[src/rtl/argmax_classifier.sv]
// Streaming argmax over NUM_CLASSES signed scores, one beat per class in order.
// Reports the winning index and score for one cycle in DONE, then holds them.
module argmax_classifier #(
  parameter int DATA_WIDTH_output = 8,
  parameter int NUM_CLASSES       = 10,
  parameter int OUT_W             = 4
) (
  input  logic                                clk,
  input  logic                                rst,
  input  logic                                start,
  input  logic                                in_valid,
  input  logic signed [DATA_WIDTH_output-1:0] in_data,
  output logic                                in_ready,
  output logic [OUT_W-1:0]                    out,
  output logic                                out_valid,
  output logic signed [DATA_WIDTH_output-1:0] max_score,
  output logic                                busy,
  output logic                                err
);

  localparam int CNT_W = $clog2(NUM_CLASSES) + 1;

  typedef enum logic [1:0] {IDLE, ACCUM, DONE} state_t;

  state_t                              state_q, state_d;
  logic [CNT_W-1:0]                    cnt_q, cnt_d;
  logic [OUT_W-1:0]                    best_idx_q, best_idx_d;
  logic signed [DATA_WIDTH_output-1:0] best_score_q, best_score_d;
  logic [OUT_W-1:0]                    out_q, out_d;
  logic signed [DATA_WIDTH_output-1:0] max_score_q, max_score_d;
  logic                                err_q, err_d;
  logic                                accept, last_beat, take;

  // First beat always wins; later beats need a strictly larger score so ties keep the lower index.
  function automatic logic beats_best(input logic                                first,
                                      input logic signed [DATA_WIDTH_output-1:0] cand,
                                      input logic signed [DATA_WIDTH_output-1:0] best);
    return first || (cand > best);
  endfunction

  assign accept    = in_valid && (state_q == ACCUM);
  assign last_beat = accept && !start && (cnt_q == CNT_W'(NUM_CLASSES - 1));
  assign take      = accept && beats_best(cnt_q == '0, in_data, best_score_q);

  always_ff @(posedge clk or posedge rst) begin
    if (rst) state_q <= IDLE;
    else     state_q <= state_d;
  end

  always_comb begin
    state_d = state_q;
    unique case (state_q)
      IDLE:    if (start) state_d = ACCUM;
      ACCUM:   if (last_beat) state_d = DONE;
      DONE:    state_d = start ? ACCUM : IDLE;
      default: state_d = IDLE;
    endcase
  end

  always_comb begin
    in_ready  = (state_q == ACCUM);
    busy      = (state_q != IDLE);
    out_valid = (state_q == DONE);
  end

  // Result registers load on the last beat's edge so out/max_score are already valid during DONE.
  always_comb begin
    cnt_d        = cnt_q;
    best_idx_d   = best_idx_q;
    best_score_d = best_score_q;
    out_d        = out_q;
    max_score_d  = max_score_q;
    err_d        = err_q;
    if (start) begin
      cnt_d        = '0;
      best_idx_d   = '0;
      best_score_d = '0;
    end else if (accept) begin
      cnt_d = cnt_q + 1'b1;
      if (take) begin
        best_idx_d   = OUT_W'(cnt_q);
        best_score_d = in_data;
      end
      if (last_beat) begin
        out_d       = take ? OUT_W'(cnt_q) : best_idx_q;
        max_score_d = take ? in_data : best_score_q;
      end
    end
    if (start) err_d = 1'b0;
    if (in_valid && (state_q != ACCUM)) err_d = 1'b1;
  end

  always_ff @(posedge clk or posedge rst) begin
    if (rst) begin
      cnt_q        <= '0;
      best_idx_q   <= '0;
      best_score_q <= '0;
      out_q        <= '0;
      max_score_q  <= '0;
      err_q        <= 1'b0;
    end else begin
      cnt_q        <= cnt_d;
      best_idx_q   <= best_idx_d;
      best_score_q <= best_score_d;
      out_q        <= out_d;
      max_score_q  <= max_score_d;
      err_q        <= err_d;
    end
  end

  assign out       = out_q;
  assign max_score = max_score_q;
  assign err       = err_q;

endmodule

[config.mk]
export PLATFORM = sky130hd
export DESIGN_NAME = argmax_classifier
export DESIGN_NICKNAME = d
export VERILOG_FILES = /design/src/rtl/argmax_classifier.sv
export SDC_FILE = /design/constraint.sdc
export NUM_CORES = 1
export LEC_CHECK = 0
export ABC_AREA = 1
export CORE_ASPECT_RATIO = 1.4
export CORE_MARGIN = 10
export CORE_UTILIZATION = 48
export DETAILED_ROUTE_END_ITERATION = 8
export PLACE_DENSITY = 0.76
export REMOVE_ABC_BUFFERS = 1
export SYNTH_ARGS = -nofsm -noshare
export SYNTH_HDL_FRONTEND = slang
export SYNTH_SLANG_ARGS = --single-unit
[constraint.sdc]
create_clock -name clk -period 1.6 [get_ports clk]
set_input_delay 0.16 -clock clk [delete_from_list [all_inputs] [get_ports clk]]
set_output_delay 0.16 -clock clk [all_outputs]
set_load 0.05 [all_outputs]
==> reports/qor.csv, run 1 <==
stage;metric;value;unit
yosys;top cells by area, synth;dfrtp_1 46%, nand2_1 11%, ha_1 7.8%;
worst_setup_path;cell mode on critical path;nand2_2;
die;Row Count;25;
detailed_routing;TritonRoute pass-1 iters;4;
grt;global-route wire length before repair;7.645;mm
worst_setup_path;critical-path cell list;clkdlybuf4s50_1 -> ha_4 -> a21oi_2 -> nand2_1 -> nand2_2 -> nand2_2 -> nand2_4 -> nand3_4 -> nand2_8 -> nand2_8 -> nand2_2 -> nand3_1 -> nand2_1;
cts;CTS max path bufs;2;
cells_and_area;post-layout net count;291;
cts;CTS tree;done;
worst_setup_path;CP Capture Type;flip-flop;
grt;GRT Overall Usage;14.18;%
die;die area;6514;µm²
worst_setup_path;worst-path fanout max;8;
detailed_routing;Residual DRC;0;
worst_setup_path;CP Launch Point;in_data[3];
cells_and_area;Antenna Cells;0;
yosys;Synth Cell Area;1757;µm²
timing;final max-slew violation count;0;
outcome;status;finished, violations left;
grt;grt ovf;0;
detailed_routing;routed len/inst;15.50;µm
placement;Placer Congestion;0.7939;
cts;Clock Latency Late Sink;0.28;ns
cells_and_area;share of cells above drive strength 1;40.67;%
worst_setup_path;Largest stage delay, worst path;0.54;ns
die;die height;91.58;µm
detailed_routing;Routed WL;4.775;mm
outcome;failing checks;negative setup slack;
timing;Max-slew headroom;72.18;%
die;Die Width;71.13;µm
cts;clock tree root driver cell;clkbuf_8;
cells_and_area;commonest non-fill, non-tap cell in the layout;nand2_1;
timing;Final period util;117.4;%
cells_and_area;most frequent cells in the layout;39 x nand2_1, 36 x buf_4, 32 x dfrtp_1;
grt;largest net degree at the start of global routing;33;
cts;total CTS buffers;5;
cells_and_area;synthesis-to-layout area growth;45.51;%
timing;Worst-Margin Slew;0.4174;ns
pwr;Max VDD drop;0.8079;mV
detailed_routing;via count;1621;
worst_setup_path;worst path buffer plus inverter count;1;
detailed_routing;Initial DRC Count;52;
die;Initial Util;51.05;%
placement;Detailed Place HPWL;2.981;mm
yosys;Cells after Synth;216;
cts;clk sinks;32;
yosys;Synthesis Warnings;0;
cts;Reg clk slew, reported paths;0.07;ns
die;IO Pins;28;
placement;Place WS;-0.5064;ns
grt;initial antenna violation count;0;
timing;# setup viols final;24;
cts;CTS H-tree depth;2;
timing;final setup margin;-0.2788;ns
yosys;syn_area_per_cell;8.133;µm²
worst_setup_path;Worst EP required;1.83;ns
grt;vias in the first global route;1673;
yosys;Post-synth EDFFs;0;
yosys;area leader, netlist;dfrtp_1;
worst_setup_path;startpoint types;primary input;
timing;Final min period;1.879;ns
timing;RSZ-0062 raised after global routing;true;
worst_setup_path;worst r2r src;best_score_q[5]$_DFFE_PP0P_;
timing;Fmax;0.5322;GHz
yosys;number of distinct library cells after synthesis;27;
worst_hold_path;worst hold path class;in -> async;
worst_setup_path;critical path data arrival time;2.11;ns
yosys;post-synth top area share;45.58;%
yosys;prevailing post-synth register cell;dfrtp_1;
die;Core Area;3441;µm²
timing;Final Hold Vio Count;0;
worst_setup_path;Max stage delay cell, worst path;clkdlybuf4s50_1;
yosys;Seq cells post-synth;32;
flow_run;# Max-Cap Violations;0;
cts;CTS Hold Buffers Added;0;
yosys;sequential element share of the synthesized area;45.58;%
worst_setup_path;Setup Crit Path Kind;in -> reg;
yosys;ys async rst share;100.0;%
timing;setup_tns;-5.556;ns
worst_setup_path;CP delay by family, top;simple AND/OR/NAND/NOR gates;
pwr;Pwr per Cell Area;835.9;nW/µm²
timing;Setup Skew;0.006971;ns
cells_and_area;# fillers;265;
detailed_routing;Vias/cell;5.263;
pwr;Lkg Pwr;1.331;nW
detailed_routing;Routed Antenna Nets;0;
placement;input/output buffers;27;
## layer usage
layer / vias to the layer above / GRT usage, % / part of all wire, %
li1: 780 / - / -
met1: 789 / 14.82 / 37
met2: 43 / 26.19 / 57
met3: 9 / 3.595 / 3.9
met4: 0 / 5.016 / 1.9
met5: - / 0 / 0
## area by class of cell
class                   instances  area (µm²)  area share (%)
clock buffers                   7       96.34           3.769
inverters                      36       135.1           5.286
multi-input cells             144        1052           41.17
flip-flops and latches         32       800.8           31.33
well taps                      40       50.05           1.958
repair buffers                 49       421.7           16.50
## cell usage after synthesis, types with 3 or more instances
| cell | count |
|---|---|
| nor2_1 | 17 |
| nand2_2 | 11 |
| o21ai_0 | 5 |
| inv_1 | 33 |
| a21oi_1 | 3 |
| nand2_1 | 53 |
| dfrtp_1 | 32 |
| ha_1 | 11 |
| nand3_1 | 27 |
## worst paths after layout
kind,endpoint,slack [ns],depth (start not counted)
max in group asynchronous,out[1]$_DFFE_PP0P_,1.03,3
min,max_score[1]$_DFFE_PP0P_,0.26,3
max reg2reg,max_score[3]$_DFFE_PP0P_,-0.28,13
min in group clk,best_score_q[1]$_DFFE_PP0P_,0.39,5
min reg2reg,max_score[3]$_DFFE_PP0P_,0.47,2
max,max_score[3]$_DFFE_PP0P_,-0.28,13
## power breakdown
group | total [W] | internal (W) | switching [W]
registers | 0.000861 | 0.000845 | 0.0000161
clock network | 0.000661 | 0.000382 | 0.000279
logic | 0.000615 | 0.000257 | 0.000358
total | 0.00214 | 0.00148 | 0.000653
## worst min-delay path: cells and delay by family
kind | cells | cell delay [ns]
buffers and inverters | 3 | 0.80
## per-stage QoR
| stage | total power [W] | std cells | instance area (µm²) | hold WS, ns | utilization (%) |
|---|---|---|---|---|---|
| 2_1_floorplan | 0.001119 | 210 | 1710 | 0.2255 | - |
| 3_3_place_gp | 0.001256 | 294 | 2143 | 0.4670 | 62.29 |
| 3_5_place_dp | 0.001271 | 294 | 2143 | 0.4699 | 62.29 |
| 4_1_cts | 0.002035 | 305 | 2422 | 0.2749 | 70.40 |
| 5_1_grt | 0.002247 | 308 | 2556 | 0.3147 | 74.29 |
| 6_report | 0.002137 | 308 | 2556 | 0.2603 | 74.29 |
## flip-flops by register name, summed over array words and instances, names as in the netlist
signal,count
best_idx_q,4
best_score_q,8
cnt_q,5
err,1
max_score,8
out,4
state_q,2
## kinds of logic (layout without fill, tap and decap cells)
kind of cell	Yosys count	after routing	share of synthesized area, %
buf+inv	42	92	10.33
flops	32	32	45.58
xor+xnor	1	1	0.4987
simple gates	119	121	32.12
fa+ha+maj	11	11	7.835
compound gates	11	11	3.632
## what timing repair did
item | in CTS | in global routing
pin swaps | 8 | 18
setup buffers | 2 | 3
gates resized for setup | 27 | 32
endpoints found under the setup margin | 24 | 25
gates cloned | 2 | 0
(Power assumes the default switching activity.)
==> inputs of run 2 (changes only) <==
- SLEW_MARGIN: default -> 40
==> results of run 2 <==
Same layout as run 1: the final DEF is identical, and so are final timing and power.
